`src/rtl/matriz_pkg.sv`:
```
// Shared constants, FSM state encoding and slice helper for the matrix
// element-stream transmitter.
package matriz_pkg;

  localparam int ELEM_W = 8;
  localparam int DIM    = 5;
  localparam int N_ELEM = DIM * DIM;
  localparam int MAT_W  = N_ELEM * ELEM_W;
  localparam int K_W    = 5;

  typedef enum logic [1:0] {
    OCIOSO  = 2'd0,
    CARREGA = 2'd1,
    ENVIA   = 2'd2,
    FIM     = 2'd3
  } estado_t;

  // Bit offset of element k inside the packed matrix.
  function automatic logic [7:0] elem_offset(input logic [K_W-1:0] k);
    return 8'(k) * 8'(ELEM_W);
  endfunction

endpackage

```
`src/rtl/contador_linha_coluna.sv`:
```
// Row/column position counter in row-major order, with a registered flag
// marking the final element of the matrix.
module contador_linha_coluna
  import matriz_pkg::*;
(
  input  logic       clk,
  input  logic       reset,
  input  logic       clear,
  input  logic       enable,
  output logic [2:0] linha,
  output logic [2:0] coluna,
  output logic       ultimo
);

  logic [2:0] linha_prox_s;
  logic [2:0] coluna_prox_s;

  // Next position: column wraps at DIM-1 and carries into the row.
  always_comb begin
    linha_prox_s  = linha;
    coluna_prox_s = coluna;
    if (coluna == 3'(DIM - 1)) begin
      coluna_prox_s = 3'd0;
      if (linha == 3'(DIM - 1)) begin
        linha_prox_s = 3'd0;
      end else begin
        linha_prox_s = linha + 3'd1;
      end
    end else begin
      coluna_prox_s = coluna + 3'd1;
    end
  end

  // Position and last-element flag registers.
  always_ff @(posedge clk) begin
    if (!reset) begin
      linha  <= 3'd0;
      coluna <= 3'd0;
      ultimo <= 1'b0;
    end else if (clear) begin
      linha  <= 3'd0;
      coluna <= 3'd0;
      ultimo <= 1'b0;
    end else if (enable) begin
      linha  <= linha_prox_s;
      coluna <= coluna_prox_s;
      ultimo <= (linha_prox_s == 3'(DIM - 1)) && (coluna_prox_s == 3'(DIM - 1));
    end else begin
      linha  <= linha;
      coluna <= coluna;
      ultimo <= ultimo;
    end
  end

endmodule

```
`src/rtl/transmissor_matriz.sv`:
```
// Latches a packed 5x5 signed byte matrix on start and streams it out one
// element per valid/ready handshake in row-major order.
module transmissor_matriz
  import matriz_pkg::*;
(
  input  logic              clk,
  input  logic              reset,
  input  logic              start,
  input  logic [MAT_W-1:0]  matriz_in,
  output logic [ELEM_W-1:0] elemento,
  output logic              elem_valid,
  input  logic              elem_ready,
  output logic [2:0]        linha,
  output logic [2:0]        coluna,
  output logic              ultimo,
  output logic              busy,
  output logic              done
);

  estado_t          estado_r;
  logic [MAT_W-1:0] buffer_r;
  logic [K_W-1:0]   k_r;
  logic [K_W-1:0]   prox_k_s;
  logic             transf_s;
  logic             ultima_transf_s;
  logic             aceita_start_s;
  logic             cont_clear_s;
  logic             cont_enable_s;

  assign prox_k_s        = k_r + 5'd1;
  assign transf_s        = (estado_r == ENVIA) && elem_valid && elem_ready;
  assign ultima_transf_s = transf_s && (k_r == 5'(N_ELEM - 1));
  assign aceita_start_s  = (estado_r == OCIOSO) && start;
  // Position counter restarts on a new matrix and after the final element.
  assign cont_clear_s    = aceita_start_s || ultima_transf_s;
  assign cont_enable_s   = transf_s && !ultima_transf_s;

  contador_linha_coluna u_contador (
    .clk    (clk),
    .reset  (reset),
    .clear  (cont_clear_s),
    .enable (cont_enable_s),
    .linha  (linha),
    .coluna (coluna),
    .ultimo (ultimo)
  );

  // Transmit FSM with buffer, index and registered handshake outputs.
  always_ff @(posedge clk) begin
    if (!reset) begin
      estado_r   <= OCIOSO;
      buffer_r   <= '0;
      k_r        <= 5'd0;
      elemento   <= 8'd0;
      elem_valid <= 1'b0;
      busy       <= 1'b0;
      done       <= 1'b0;
    end else begin
      case (estado_r)
        OCIOSO: begin
          done       <= 1'b0;
          elem_valid <= 1'b0;
          if (start) begin
            buffer_r <= matriz_in;
            k_r      <= 5'd0;
            busy     <= 1'b1;
            estado_r <= CARREGA;
          end else begin
            busy <= 1'b0;
          end
        end
        CARREGA: begin
          elemento   <= buffer_r[elem_offset(k_r) +: ELEM_W];
          elem_valid <= 1'b1;
          estado_r   <= ENVIA;
        end
        ENVIA: begin
          if (ultima_transf_s) begin
            elem_valid <= 1'b0;
            elemento   <= 8'd0;
            busy       <= 1'b0;
            done       <= 1'b1;
            estado_r   <= FIM;
          end else if (transf_s) begin
            k_r      <= prox_k_s;
            elemento <= buffer_r[elem_offset(prox_k_s) +: ELEM_W];
          end else begin
            k_r <= k_r;
          end
        end
        FIM: begin
          done     <= 1'b0;
          estado_r <= OCIOSO;
        end
        default: begin
          elem_valid <= 1'b0;
          busy       <= 1'b0;
          done       <= 1'b0;
          estado_r   <= OCIOSO;
        end
      endcase
    end
  end

endmodule

```
`config.mk`:
```
export PLATFORM = sky130hd
export DESIGN_NAME = transmissor_matriz
export DESIGN_NICKNAME = d
export VERILOG_FILES = /design/src/rtl/matriz_pkg.sv /design/src/rtl/contador_linha_coluna.sv /design/src/rtl/transmissor_matriz.sv
export SDC_FILE = /design/constraint.sdc
export NUM_CORES = 1
export LEC_CHECK = 0
export CAP_MARGIN = 15
export CELL_PAD_IN_SITES_DETAIL_PLACEMENT = 0
export CELL_PAD_IN_SITES_GLOBAL_PLACEMENT = 1
export CORE_UTILIZATION = 35
export CTS_BUF_LIST = sky130_fd_sc_hd__clkbuf_8 sky130_fd_sc_hd__clkbuf_16
export CTS_CLUSTER_DIAMETER = 60
export DETAILED_ROUTE_END_ITERATION = 8
export DONT_BUFFER_PORTS = 1
export GPL_TIMING_DRIVEN = 0
export MAX_ROUTING_LAYER = met4
export PLACE_DENSITY_LB_ADDON = 0.15
export SLEW_MARGIN = 25
export SYNTH_ARGS = -nofsm -noshare
export SYNTH_HDL_FRONTEND = slang
export SYNTH_SLANG_ARGS = --single-unit
```
`constraint.sdc`:
```
create_clock -name clk -period 3.9 [get_ports clk]
set_clock_uncertainty 0.1 [all_clocks]
set_input_delay 0.195 -clock clk [delete_from_list [all_inputs] [get_ports clk]]
set_output_delay 0.195 -clock clk [all_outputs]
set_load 0.005 [all_outputs]
```
==> run_summary.xml, run 1 <==
<?xml version="1.0" encoding="UTF-8"?>
<metrics>
  <group name="synthesis">
    <metric name="synth_top_flop_cell" unit="">sky130_fd_sc_hd__dfxtp_1</metric>
    <metric name="synthTopCellsByArea" unit="">sky130_fd_sc_hd__dfxtp_1 37%, sky130_fd_sc_hd__mux4_2 18%, sky130_fd_sc_hd__a21boi_0 13%</metric>
    <metric name="synth-seq-area-share" unit="%">37.3</metric>
    <metric name="synthesis.yosys.warnings" unit="">0</metric>
    <metric name="yosys.area.top_type_share" unit="%">37.3</metric>
    <metric name="synth.cell_area" unit="um2">12100</metric>
    <metric name="synth-async-reset-ratio" unit="%">0</metric>
    <metric name="yosys.area.top_type" unit="">sky130_fd_sc_hd__dfxtp_1</metric>
    <metric name="synthesis.area_per_instance" unit="um2">9.42</metric>
    <metric name="number_of_synthesized_flops_with_an_enable_pin" unit="">0</metric>
    <metric name="synthTopCellsByCount" unit="">413 x sky130_fd_sc_hd__nand2_1, 225 x sky130_fd_sc_hd__dfxtp_1, 208 x sky130_fd_sc_hd__a21boi_0</metric>
    <metric name="netlist-cell-type-count" unit="">56</metric>
    <metric name="most_instantiated_library_cell_after_synthesis" unit="">sky130_fd_sc_hd__nand2_1</metric>
    <metric name="synth.ff_latch_count" unit="">225</metric>
    <metric name="netlist_instances" unit="">1281</metric>
    <metric name="postSynthNetCount" unit="">1495</metric>
  </group>
  <group name="die">
    <metric name="core_area" unit="um2">33700</metric>
    <metric name="fp.dieH" unit="um">188</metric>
    <metric name="floorplan.die.width" unit="um">188</metric>
    <metric name="io_pins" unit="">222</metric>
    <metric name="starting_density_of_the_core" unit="%">35.8</metric>
    <metric name="die_area" unit="um2">35200</metric>
    <metric name="row_count" unit="">67</metric>
  </group>
  <group name="pwr">
    <metric name="vdd_ir_drop_max" unit="mV">0.341</metric>
    <metric name="power.density" unit="nW/um2">513</metric>
    <metric name="leakage_dissipation" unit="nW">5.62</metric>
    <metric name="report.power.total" unit="mW">8.11</metric>
  </group>
  <group name="drt">
    <metric name="wirelength_met1" unit="um">19800</metric>
    <metric name="wl_met3" unit="um">2440</metric>
    <metric name="detail_route.iter0.violations" unit="">621</metric>
    <metric name="dr_wl_met2" unit="um">19300</metric>
    <metric name="postRouteAntennaNets" unit="">0</metric>
    <metric name="wire_per_inst" unit="um">21.5</metric>
    <metric name="drc" unit="">0</metric>
    <metric name="uppermost_metal_layer_occupied_by_signal_nets" unit="">met4</metric>
    <metric name="detailed_routing_iterations_pass_1" unit="">5</metric>
    <metric name="vias_per_cell" unit="">5.34</metric>
    <metric name="routed_wirelength" unit="um">43000</metric>
    <metric name="number_of_vias_in_the_routed_layout" unit="">10662</metric>
  </group>
  <group name="sta">
    <metric name="hold_slack" unit="ps">122</metric>
    <metric name="final_worst_path_cycle_share" unit="%">95.4</metric>
    <metric name="maxSlewHeadroom" unit="%">36.6</metric>
    <metric name="drv_slew" unit="">0</metric>
    <metric name="timing.final.crit_period" unit="ps">3720</metric>
    <metric name="tightest_slew" unit="ps">951</metric>
    <metric name="finalSetupViolations" unit="">0</metric>
    <metric name="achievable-frequency" unit="MHz">269</metric>
    <metric name="setup_repair_after_global_routing_missed_its_margin" unit="">false</metric>
    <metric name="final_hold_viol_count" unit="">0</metric>
  </group>
  <group name="cts">
    <metric name="postCtsSetupBuffers" unit="">0</metric>
    <metric name="clkTransAtPathRegs" unit="ps">60</metric>
    <metric name="cts_bufs_inserted" unit="">30</metric>
    <metric name="cts.sink_count" unit="">225</metric>
    <metric name="clockRootBuffer" unit="">sky130_fd_sc_hd__clkbuf_16</metric>
    <metric name="cts_max_level" unit="">1</metric>
    <metric name="cts_tree" unit="">yes</metric>
    <metric name="clk_path_buf_depth" unit="">3</metric>
    <metric name="clock_latency" unit="ps">560</metric>
  </group>
  <group name="global_routing">
    <metric name="grt_util_all_layers" unit="%">25.0</metric>
    <metric name="wire_length_of_the_first_global_routing_pass" unit="um">64500</metric>
    <metric name="grt-ovfl-total" unit="">0</metric>
    <metric name="grt_antenna_before_repair" unit="">0</metric>
    <metric name="grt_max_degree" unit="">15</metric>
    <metric name="number_of_global_route_vias_before_repair" unit="">10674</metric>
  </group>
  <group name="place">
    <metric name="place.detailed.hpwl" unit="um">32100</metric>
    <metric name="place_congestion" unit="">0.958</metric>
    <metric name="numPortBuffers" unit="">0</metric>
  </group>
  <group name="cells_and_area">
    <metric name="multiInputGateArea" unit="um2">6990</metric>
    <metric name="areaGrowthSynthToFinish" unit="%">31.1</metric>
    <metric name="num_antenna_cells" unit="">0</metric>
    <metric name="ff_latch_area" unit="um2">4500</metric>
    <metric name="drive_above_1_share" unit="%">13.2</metric>
    <metric name="finish.net_count" unit="">1739</metric>
    <metric name="fillerInstances" unit="">3301</metric>
  </group>
  <group name="setup_path">
    <metric name="worst-r2r-setup-slack" unit="ps">180</metric>
    <metric name="cp_data_arrival_time" unit="ps">4030</metric>
    <metric name="worstPathMaxFanout" unit="">10</metric>
    <metric name="timing.critical_path.slowest_cell_delay" unit="ps">660</metric>
    <metric name="reg2regPathDepth" unit="">11</metric>
    <metric name="cp-start-kind" unit="">register</metric>
    <metric name="crit_path_cell_trace" unit="">buf_6 &gt; buf_2 &gt; buf_4 &gt; inv_1 &gt; ha_1 &gt; buf_6 &gt; buf_6 &gt; mux4_2 &gt; and2b_1 &gt; a2111oi_0 &gt; o31ai_1</metric>
    <metric name="cp.required" unit="ps">4210</metric>
    <metric name="worst-setup-path-type" unit="">register to register</metric>
    <metric name="crit_path_end_kind" unit="">register</metric>
    <metric name="critPathMostFrequentCell" unit="">sky130_fd_sc_hd__buf_6</metric>
    <metric name="rr_startpoint" unit="">k_r[1]</metric>
    <metric name="slowest_stage" unit="">sky130_fd_sc_hd__a2111oi_0</metric>
    <metric name="reg_to_reg_critical_path_endpoint" unit="">elemento[5]</metric>
  </group>
  <group name="job">
    <metric name="cap_violations" unit="">0</metric>
  </group>
  <group name="hold_path">
    <metric name="holdCritPathClass" unit="">primary input to register</metric>
    <metric name="worstHoldEndpoint" unit="">elemento[3]</metric>
    <metric name="hp-start" unit="">reset</metric>
    <metric name="holdPathStages" unit="">4</metric>
  </group>
  <group name="status">
    <metric name="outcome" unit="">complete, no violations</metric>
  </group>
</metrics>
[cell families (layout without fill, tap and decap cells)]
family	after synthesis	in the layout	synth area share [%]
flip-flops	225	225	37.3
XOR/XNOR	3	3	0.218
adder cells (fa/ha/maj)	10	10	1.04
multiplexers	129	129	20.8
AND/OR/NAND/NOR	498	498	17.3
AO/OA/AOI/OAI	297	297	18.5
buffers and inverters	119	387	4.85
[stage by stage]
step           instance area [um2]  setup WS, ps  utilization (%)  setup TNS [ps]  cells
2_1_floorplan                12100          1000                -               0   1281
3_3_place_gp                 12600          14.2             37.5               0   1729
3_5_place_dp                 12600         -34.4             37.5           -63.4   1729
4_1_cts                      15800          23.8             46.9               0   1997
5_1_grt                      15800          18.3             46.9               0   1997
6_report                     15800           178             46.9               0   1997
[what timing repair did]
action,4_1_cts,5_1_grt
endpoints found under the setup margin,2,5
hold endpoints to repair,211,0
hold buffers,212,0
resized for setup,2,5
[worst max-delay path: cells and delay by family, from the launching register on]
kind | cells | cell delay [ps]
flip-flops | 1 | 380
adder cells (fa/ha/maj) | 1 | 310
buffers and inverters | 6 | 1270
AO/OA/AOI/OAI | 2 | 780
AND/OR/NAND/NOR | 1 | 180
multiplexers | 1 | 530
[power breakdown]
group          switching (mW)  internal (mW)  total (mW)
clock                    1.10           1.77        2.87
sequential              0.432           2.72        3.15
combinational            1.21          0.875        2.09
total                    2.75           5.36        8.11
[flip-flops by register name, summed over array words and instances (netlist names)]
name               count
buffer_r             200
u_contador.coluna      3
u_contador.ultimo      1
done                   1
elemento               8
u_contador.linha       3
elem_valid             1
k_r                    5
estado_r               2
busy                   1
[cell type report]
cell class                      count  area share [%]
Buffer                            109            3.47
Clock buffer                       34            5.17
Clock inverter                     22            1.42
Inverter                           10           0.237
Multi-Input combinational cell    937            44.2
Sequential cell                   225            28.5
Tap cell                          448            3.55
Timing Repair Buffer              212            13.4
[routing by layer]
| layer | vias to the layer above | track usage, % |
|---|---|---|
| met5 | - | - |
| met4 | 0 | 8.57 |
| met3 | 81 | 3.99 |
| met2 | 374 | 38.4 |
| met1 | 5180 | 33.4 |
| li1 | 5027 | - |
[how the worst max path moves through the flow]
stage | to | startpoint | cells after the start | slack (ps)
2_1_floorplan | elemento[1] | k_r[1] | 11 | 1000
3_3_place_gp | elemento[7] | k_r[1] | 11 | 10
5_1_grt | elemento[5] | k_r[1] | 11 | 20
3_5_place_dp | elemento[7] | k_r[1] | 11 | -30
4_1_cts | elemento[6] | k_r[1] | 11 | 20
6_report | elemento[5] | k_r[1] | 11 | 180
[placed cells by master, fill, tap and decap left out, types with 5 or more instances in the layout]
master and instances:
sky130_fd_sc_hd__a211oi_1 9, sky130_fd_sc_hd__and2b_1 10, sky130_fd_sc_hd__inv_1 18, sky130_fd_sc_hd__o22ai_1 10, sky130_fd_sc_hd__clkbuf_16 31, sky130_fd_sc_hd__a21oi_1 18, sky130_fd_sc_hd__a21boi_0 208, sky130_fd_sc_hd__mux4_2 96
sky130_fd_sc_hd__a32oi_1 7, sky130_fd_sc_hd__clkbuf_1 68, sky130_fd_sc_hd__dlygate4sd3_1 212, sky130_fd_sc_hd__buf_6 6, sky130_fd_sc_hd__ha_1 10, sky130_fd_sc_hd__mux2i_1 22, sky130_fd_sc_hd__and2_1 9, sky130_fd_sc_hd__o221ai_1 9
sky130_fd_sc_hd__o31ai_1 7, sky130_fd_sc_hd__o21ai_0 5, sky130_fd_sc_hd__buf_4 12, sky130_fd_sc_hd__dfxtp_1 225, sky130_fd_sc_hd__buf_2 17, sky130_fd_sc_hd__mux2_2 11, sky130_fd_sc_hd__nor2b_1 18, sky130_fd_sc_hd__nand2_1 413
sky130_fd_sc_hd__nor3_1 5, sky130_fd_sc_hd__nor2_1 11, sky130_fd_sc_hd__nand3_1 9
Note: power is estimated with default switching activity, not from simulation.
==> inputs of run 2 (changes only) <==
==> constraint.sdc (replaced) <==
create_clock -name clk -period 3.2 [get_ports clk]
set_clock_uncertainty 0.1 [all_clocks]
set_input_delay 0.16 -clock clk [delete_from_list [all_inputs] [get_ports clk]]
set_output_delay 0.16 -clock clk [all_outputs]
set_load 0.005 [all_outputs]
==> run_summary.xml, run 2 (same netlist as run 1, synthesis figures left out) <==
<?xml version="1.0" encoding="UTF-8"?>
<metrics>
  <group name="drt">
    <metric name="number_of_vias_in_the_routed_layout" unit="">10626</metric>
    <metric name="routed_wirelength" unit="um">42800</metric>
    <metric name="drc" unit="">0</metric>
    <metric name="vias_per_cell" unit="">5.31</metric>
    <metric name="detail_route.iter0.violations" unit="">758</metric>
    <metric name="wire_per_inst" unit="um">21.4</metric>
    <metric name="postRouteAntennaNets" unit="">0</metric>
    <metric name="detailed_routing_iterations_pass_1" unit="">5</metric>
  </group>
  <group name="cts">
    <metric name="cts_bufs_inserted" unit="">30</metric>
    <metric name="cts_tree" unit="">yes</metric>
    <metric name="cts.sink_count" unit="">225</metric>
    <metric name="cts_max_level" unit="">1</metric>
    <metric name="clk_path_buf_depth" unit="">3</metric>
    <metric name="clockRootBuffer" unit="">sky130_fd_sc_hd__clkbuf_16</metric>
    <metric name="clock_latency" unit="ps">560</metric>
    <metric name="clkTransAtPathRegs" unit="ps">60</metric>
  </group>
  <group name="die">
    <metric name="core_area" unit="um2">33700</metric>
    <metric name="floorplan.die.width" unit="um">188</metric>
    <metric name="die_area" unit="um2">35200</metric>
    <metric name="starting_density_of_the_core" unit="%">35.8</metric>
    <metric name="io_pins" unit="">222</metric>
    <metric name="row_count" unit="">67</metric>
    <metric name="fp.dieH" unit="um">188</metric>
  </group>
  <group name="pwr">
    <metric name="seqPwrFrac" unit="%">38.9</metric>
    <metric name="power.share.clock" unit="%">35.3</metric>
    <metric name="power.density" unit="nW/um2">618</metric>
    <metric name="leakage_dissipation" unit="nW">5.67</metric>
    <metric name="p_sw_share" unit="%">33.9</metric>
    <metric name="combinationalPowerShare" unit="%">25.9</metric>
    <metric name="internal_power" unit="mW">6.55</metric>
    <metric name="vdd_ir_drop_max" unit="mV">0.414</metric>
    <metric name="power_switching" unit="mW">3.35</metric>
  </group>
  <group name="place">
    <metric name="numPortBuffers" unit="">0</metric>
    <metric name="place_congestion" unit="">0.958</metric>
    <metric name="placement.cell_area" unit="um2">12600</metric>
    <metric name="place.detailed.hpwl" unit="um">32100</metric>
  </group>
  <group name="status">
    <metric name="outcome" unit="">complete, no violations</metric>
  </group>
  <group name="setup_path">
    <metric name="cp_data_arrival_time" unit="ps">3380</metric>
    <metric name="worst-setup-path-type" unit="">register to register</metric>
    <metric name="cp.required" unit="ps">3530</metric>
    <metric name="cp-start-kind" unit="">register</metric>
    <metric name="crit_path_end_kind" unit="">register</metric>
    <metric name="worstPathMaxFanout" unit="">10</metric>
  </group>
  <group name="sta">
    <metric name="maxSlewHeadroom" unit="%">35.3</metric>
    <metric name="hold_slack" unit="ps">79.8</metric>
    <metric name="final_worst_path_cycle_share" unit="%">95.3</metric>
    <metric name="finalSetupViolations" unit="">0</metric>
    <metric name="drv_slew" unit="">0</metric>
    <metric name="timing.final.crit_period" unit="ps">3050</metric>
    <metric name="achievable-frequency" unit="MHz">328</metric>
    <metric name="tightest_slew" unit="ps">971</metric>
    <metric name="setup_repair_after_global_routing_missed_its_margin" unit="">false</metric>
    <metric name="final_hold_viol_count" unit="">0</metric>
  </group>
  <group name="cells_and_area">
    <metric name="fillerInstances" unit="">3277</metric>
    <metric name="finish.net_count" unit="">1743</metric>
    <metric name="largestRegisters" unit="">buffer_r x200, elemento x8, k_r x5</metric>
    <metric name="drive_above_1_share" unit="%">14.1</metric>
    <metric name="most-common-layout-cells" unit="">413 x sky130_fd_sc_hd__nand2_1, 225 x sky130_fd_sc_hd__dfxtp_1, 212 x sky130_fd_sc_hd__dlygate4sd3_1, 208 x sky130_fd_sc_hd__a21boi_0, 96 x sky130_fd_sc_hd__mux4_2</metric>
    <metric name="areaGrowthSynthToFinish" unit="%">32.7</metric>
    <metric name="mostFrequentLayoutCell" unit="">sky130_fd_sc_hd__nand2_1</metric>
    <metric name="num_antenna_cells" unit="">0</metric>
    <metric name="design_area" unit="um2">16000</metric>
    <metric name="regMostFlops" unit="">buffer_r</metric>
    <metric name="largest_register_ffs" unit="">200</metric>
  </group>
  <group name="global_routing">
    <metric name="number_of_global_route_vias_before_repair" unit="">10695</metric>
    <metric name="grt_antenna_before_repair" unit="">0</metric>
    <metric name="grt_max_degree" unit="">20</metric>
    <metric name="grt_util_all_layers" unit="%">25.0</metric>
    <metric name="wire_length_of_the_first_global_routing_pass" unit="um">64500</metric>
    <metric name="grt-ovfl-total" unit="">0</metric>
  </group>
  <group name="job">
    <metric name="cap_violations" unit="">0</metric>
  </group>
  <group name="hold_path">
    <metric name="holdCritPathClass" unit="">primary input to register</metric>
  </group>
</metrics>
==> run 2: per-layer routing <==
metal	global-route usage [%]	part of all wire (%)	vias to the layer above
li1	-	-	5034
met1	33.2	46	5124
met2	38.3	45	375
met3	4.04	6.2	93
met4	8.82	3.7	0
met5	-	0	-
==> run 2: critical path, cell delays in order (launching register included) <==
cell                        delay (ps)
sky130_fd_sc_hd__dfxtp_1           400
sky130_fd_sc_hd__buf_12            160
sky130_fd_sc_hd__inv_2             100
sky130_fd_sc_hd__buf_2             240
sky130_fd_sc_hd__ha_1              330
sky130_fd_sc_hd__buf_6             120
sky130_fd_sc_hd__buf_6             190
sky130_fd_sc_hd__mux4_2            550
sky130_fd_sc_hd__and2b_1           210
sky130_fd_sc_hd__a2111oi_4         410
sky130_fd_sc_hd__o31ai_1           100
==> run 2: area by class of cell <==
cell class	count	area (um2)	area share [%]
repair buffers	219	2170	13.6
flip-flops and latches	225	4500	28.1
well taps	448	561	3.50
clock buffers	34	817	5.10
inverters	10	37.5	0.235
plain buffers	106	567	3.54
clock inverters	22	225	1.41
multi-input cells	937	7120	44.5
==> run 2: power groups by stage <==
stage,Clock [mW],Combinational [mW],Sequential [mW]
global placement,0,2.27,3.87
floorplan,0,1.67,3.61
detailed placement,0,2.30,3.89
CTS,3.54,2.56,3.84
finish,3.49,2.56,3.85
global route,3.66,2.87,3.91
==> run 2: final timing paths <==
path,from,end,slack (ps),depth (start not counted)
max reg2reg,k_r[0],elemento[7],150,10
max,k_r[0],elemento[7],150,10
min,reset,elemento[3],80,4
min reg2reg,u_contador.ultimo,u_contador.ultimo,370,2
==> run 2: timing repair <==
action,4_1_cts,5_1_grt
buffers inserted,0,7
setup endpoints to repair,8,9
hold buffers,212,0
endpoints found under the hold margin,211,0
gates resized for setup,24,12
==> run 2: through the flow <==
step / util [%] / TNS (ps) / instances / power [mW] / setup WS (ps)
after global routing: 47.5 / 0 / 2001 / 10.4 / 28.2
after CTS: 47.1 / -39.5 / 1995 / 9.94 / -13.8
after floorplan: - / 0 / 1281 / 5.28 / 300
after global placement: 37.5 / -4560 / 1729 / 6.14 / -686
after detailed placement: 37.5 / -4800 / 1729 / 6.19 / -734
final: 47.5 / 0 / 2001 / 9.90 / 152
==> inputs of run 3 (changes only) <==
--- a/config.mk
+++ b/config.mk
@@ -8,6 +8,7 @@
 export CAP_MARGIN = 15
 export CELL_PAD_IN_SITES_DETAIL_PLACEMENT = 0
 export CELL_PAD_IN_SITES_GLOBAL_PLACEMENT = 1
+export CORE_MARGIN = 10
 export CORE_UTILIZATION = 35
 export CTS_BUF_LIST = sky130_fd_sc_hd__clkbuf_8 sky130_fd_sc_hd__clkbuf_16
 export CTS_CLUSTER_DIAMETER = 60
==> run_summary.xml, run 3 (same netlist as run 1, synthesis figures left out) <==
<?xml version="1.0" encoding="UTF-8"?>
<metrics>
  <group name="die">
    <metric name="row_count" unit="">67</metric>
    <metric name="io_pins" unit="">222</metric>
    <metric name="fp.dieH" unit="um">206</metric>
    <metric name="floorplan.die.width" unit="um">206</metric>
    <metric name="die_area" unit="um2">42300</metric>
    <metric name="core_area" unit="um2">33800</metric>
    <metric name="starting_density_of_the_core" unit="%">35.7</metric>
  </group>
  <group name="cells_and_area">
    <metric name="areaGrowthSynthToFinish" unit="%">31.4</metric>
    <metric name="largestRegisters" unit="">buffer_r x200, elemento x8, k_r x5</metric>
    <metric name="mostFrequentLayoutCell" unit="">sky130_fd_sc_hd__nand2_1</metric>
    <metric name="finish.net_count" unit="">1738</metric>
    <metric name="largest_register_ffs" unit="">200</metric>
    <metric name="drive_above_1_share" unit="%">13.7</metric>
    <metric name="most-common-layout-cells" unit="">413 x sky130_fd_sc_hd__nand2_1, 225 x sky130_fd_sc_hd__dfxtp_1, 212 x sky130_fd_sc_hd__dlygate4sd3_1, 208 x sky130_fd_sc_hd__a21boi_0, 96 x sky130_fd_sc_hd__mux4_2</metric>
    <metric name="regMostFlops" unit="">buffer_r</metric>
    <metric name="design_area" unit="um2">15900</metric>
  </group>
  <group name="pwr">
    <metric name="power_switching" unit="mW">3.33</metric>
    <metric name="vdd_ir_drop_max" unit="mV">0.415</metric>
    <metric name="p_sw_share" unit="%">34.5</metric>
    <metric name="power.density" unit="nW/um2">609</metric>
    <metric name="power.share.clock" unit="%">33.6</metric>
    <metric name="leakage_dissipation" unit="nW">5.58</metric>
    <metric name="internal_power" unit="mW">6.32</metric>
    <metric name="combinationalPowerShare" unit="%">26.6</metric>
    <metric name="seqPwrFrac" unit="%">39.8</metric>
  </group>
  <group name="setup_path">
    <metric name="reg2regPathDepth" unit="">10</metric>
    <metric name="cp-start-kind" unit="">register</metric>
    <metric name="worstPathMaxFanout" unit="">10</metric>
    <metric name="cp.required" unit="ps">3520</metric>
    <metric name="cp_data_arrival_time" unit="ps">3340</metric>
    <metric name="crit_path_end_kind" unit="">register</metric>
    <metric name="worst-setup-path-type" unit="">register to register</metric>
  </group>
  <group name="drt">
    <metric name="number_of_vias_in_the_routed_layout" unit="">10538</metric>
    <metric name="detailed_routing_iterations_pass_1" unit="">5</metric>
    <metric name="vias_per_cell" unit="">5.28</metric>
    <metric name="postRouteAntennaNets" unit="">0</metric>
    <metric name="routed_wirelength" unit="um">45300</metric>
    <metric name="wire_per_inst" unit="um">22.7</metric>
    <metric name="drc" unit="">0</metric>
    <metric name="detail_route.iter0.violations" unit="">656</metric>
  </group>
  <group name="cts">
    <metric name="cts_bufs_inserted" unit="">29</metric>
    <metric name="cts.sink_count" unit="">225</metric>
    <metric name="cts_tree" unit="">yes</metric>
    <metric name="cts_max_level" unit="">1</metric>
    <metric name="clock_latency" unit="ps">550</metric>
    <metric name="clockRootBuffer" unit="">sky130_fd_sc_hd__clkbuf_16</metric>
    <metric name="clkTransAtPathRegs" unit="ps">60</metric>
    <metric name="clk_path_buf_depth" unit="">3</metric>
  </group>
  <group name="global_routing">
    <metric name="grt_antenna_before_repair" unit="">4</metric>
    <metric name="grt-ovfl-total" unit="">0</metric>
    <metric name="wire_length_of_the_first_global_routing_pass" unit="um">68300</metric>
    <metric name="grt_util_all_layers" unit="%">21.8</metric>
    <metric name="number_of_global_route_vias_before_repair" unit="">11015</metric>
    <metric name="grt_max_degree" unit="">29</metric>
  </group>
  <group name="hold_path">
    <metric name="holdCritPathClass" unit="">primary input to register</metric>
    <metric name="holdPathStages" unit="">4</metric>
  </group>
  <group name="sta">
    <metric name="timing.final.crit_period" unit="ps">3020</metric>
    <metric name="setup_repair_after_global_routing_missed_its_margin" unit="">false</metric>
    <metric name="finalWorstSetupSlack" unit="ps">178</metric>
    <metric name="achievable-frequency" unit="MHz">331</metric>
    <metric name="final_worst_path_cycle_share" unit="%">94.5</metric>
    <metric name="maxSlewHeadroom" unit="%">26.4</metric>
    <metric name="drv_slew" unit="">0</metric>
    <metric name="finalSetupViolations" unit="">0</metric>
    <metric name="tightest_slew" unit="ps">1100</metric>
    <metric name="hold_slack" unit="ps">67.2</metric>
    <metric name="final_hold_viol_count" unit="">0</metric>
  </group>
  <group name="place">
    <metric name="placement.cell_area" unit="um2">12600</metric>
    <metric name="place.detailed.hpwl" unit="um">34800</metric>
    <metric name="numPortBuffers" unit="">0</metric>
    <metric name="dp_slack" unit="ps">-702</metric>
    <metric name="place_congestion" unit="">0.916</metric>
  </group>
  <group name="job">
    <metric name="cap_violations" unit="">0</metric>
  </group>
  <group name="status">
    <metric name="outcome" unit="">complete, no violations</metric>
  </group>
</metrics>
-- run 3: cell count changes in the layout (fill, tap and decap cells not counted), sizes merged --
cell	delta
buf	-4
bufinv	-2
clkbuf	+1
clkdlybuf4s15	-1
clkinv	-2
clkinvlp	+1
diode	+5
inv	-3
-- run 3: worst paths after layout --
check,slack (ps),from,endpoint
hold / removal,70,reset,elemento[3]
setup / recovery,180,k_r[0],elemento[1]
setup reg to reg,180,k_r[0],elemento[1]
hold reg to reg,380,buffer_r[50],buffer_r[50]
-- run 3: area by class of cell --
class | instances | area (um2)
inverters | 10 | 37.5
repair buffers | 215 | 2140
clock buffers | 34 | 795
clock inverters | 16 | 156
diodes | 5 | 12.5
plain buffers | 106 | 549
multi-input cells | 937 | 7090
well taps | 448 | 561
flip-flops and latches | 225 | 4500
fillers | 3313 | 17900
-- run 3: metal layers --
metal,up-vias,GRT usage (%),wire (um)
met5,-,-,0
li1,5046,-,-
met4,0,4.46,906
met1,5138,28.8,20600
met2,301,34.4,21200
met3,53,3.77,2580
-- run 3: timing repair --
item                                    CTS  global route
hold endpoints to repair                211             0
hold buffers                            212             0
endpoints found under the setup margin    8            17
buffers inserted                          0             3
resized for setup                        24             6
-- run 3: stage by stage --
step / instances / setup TNS [ps] / power [mW] / utilization (%)
after detailed placement: 1729 / -4550 / 6.22 / 37.4
after CTS: 1988 / 0 / 9.73 / 46.7
after global placement: 1729 / -4460 / 6.16 / 37.4
after global routing: 1995 / 0 / 10.2 / 46.9
final: 1996 / 0 / 9.65 / 46.9
after floorplan: 1281 / 0 / 5.28 / -
-- run 3: critical path, stage by stage, from the launching register on --
cell and delay, ps:
sky130_fd_sc_hd__dfxtp_1 330, sky130_fd_sc_hd__buf_12 140, sky130_fd_sc_hd__inv_2 160, sky130_fd_sc_hd__buf_2 330, sky130_fd_sc_hd__ha_1 220, sky130_fd_sc_hd__buf_6 120
sky130_fd_sc_hd__buf_4 260, sky130_fd_sc_hd__mux4_2 530, sky130_fd_sc_hd__mux2_2 270, sky130_fd_sc_hd__o221ai_1 280, sky130_fd_sc_hd__o211ai_1 130
-- run 3: power by group through the flow --
stage / Clock [mW] / Combinational (mW) / Sequential [mW]
2_1_floorplan: 0 / 1.67 / 3.61
3_3_place_gp: 0 / 2.29 / 3.87
3_5_place_dp: 0 / 2.32 / 3.89
4_1_cts: 3.31 / 2.58 / 3.84
5_1_grt: 3.41 / 2.88 / 3.90
6_report: 3.24 / 2.56 / 3.84
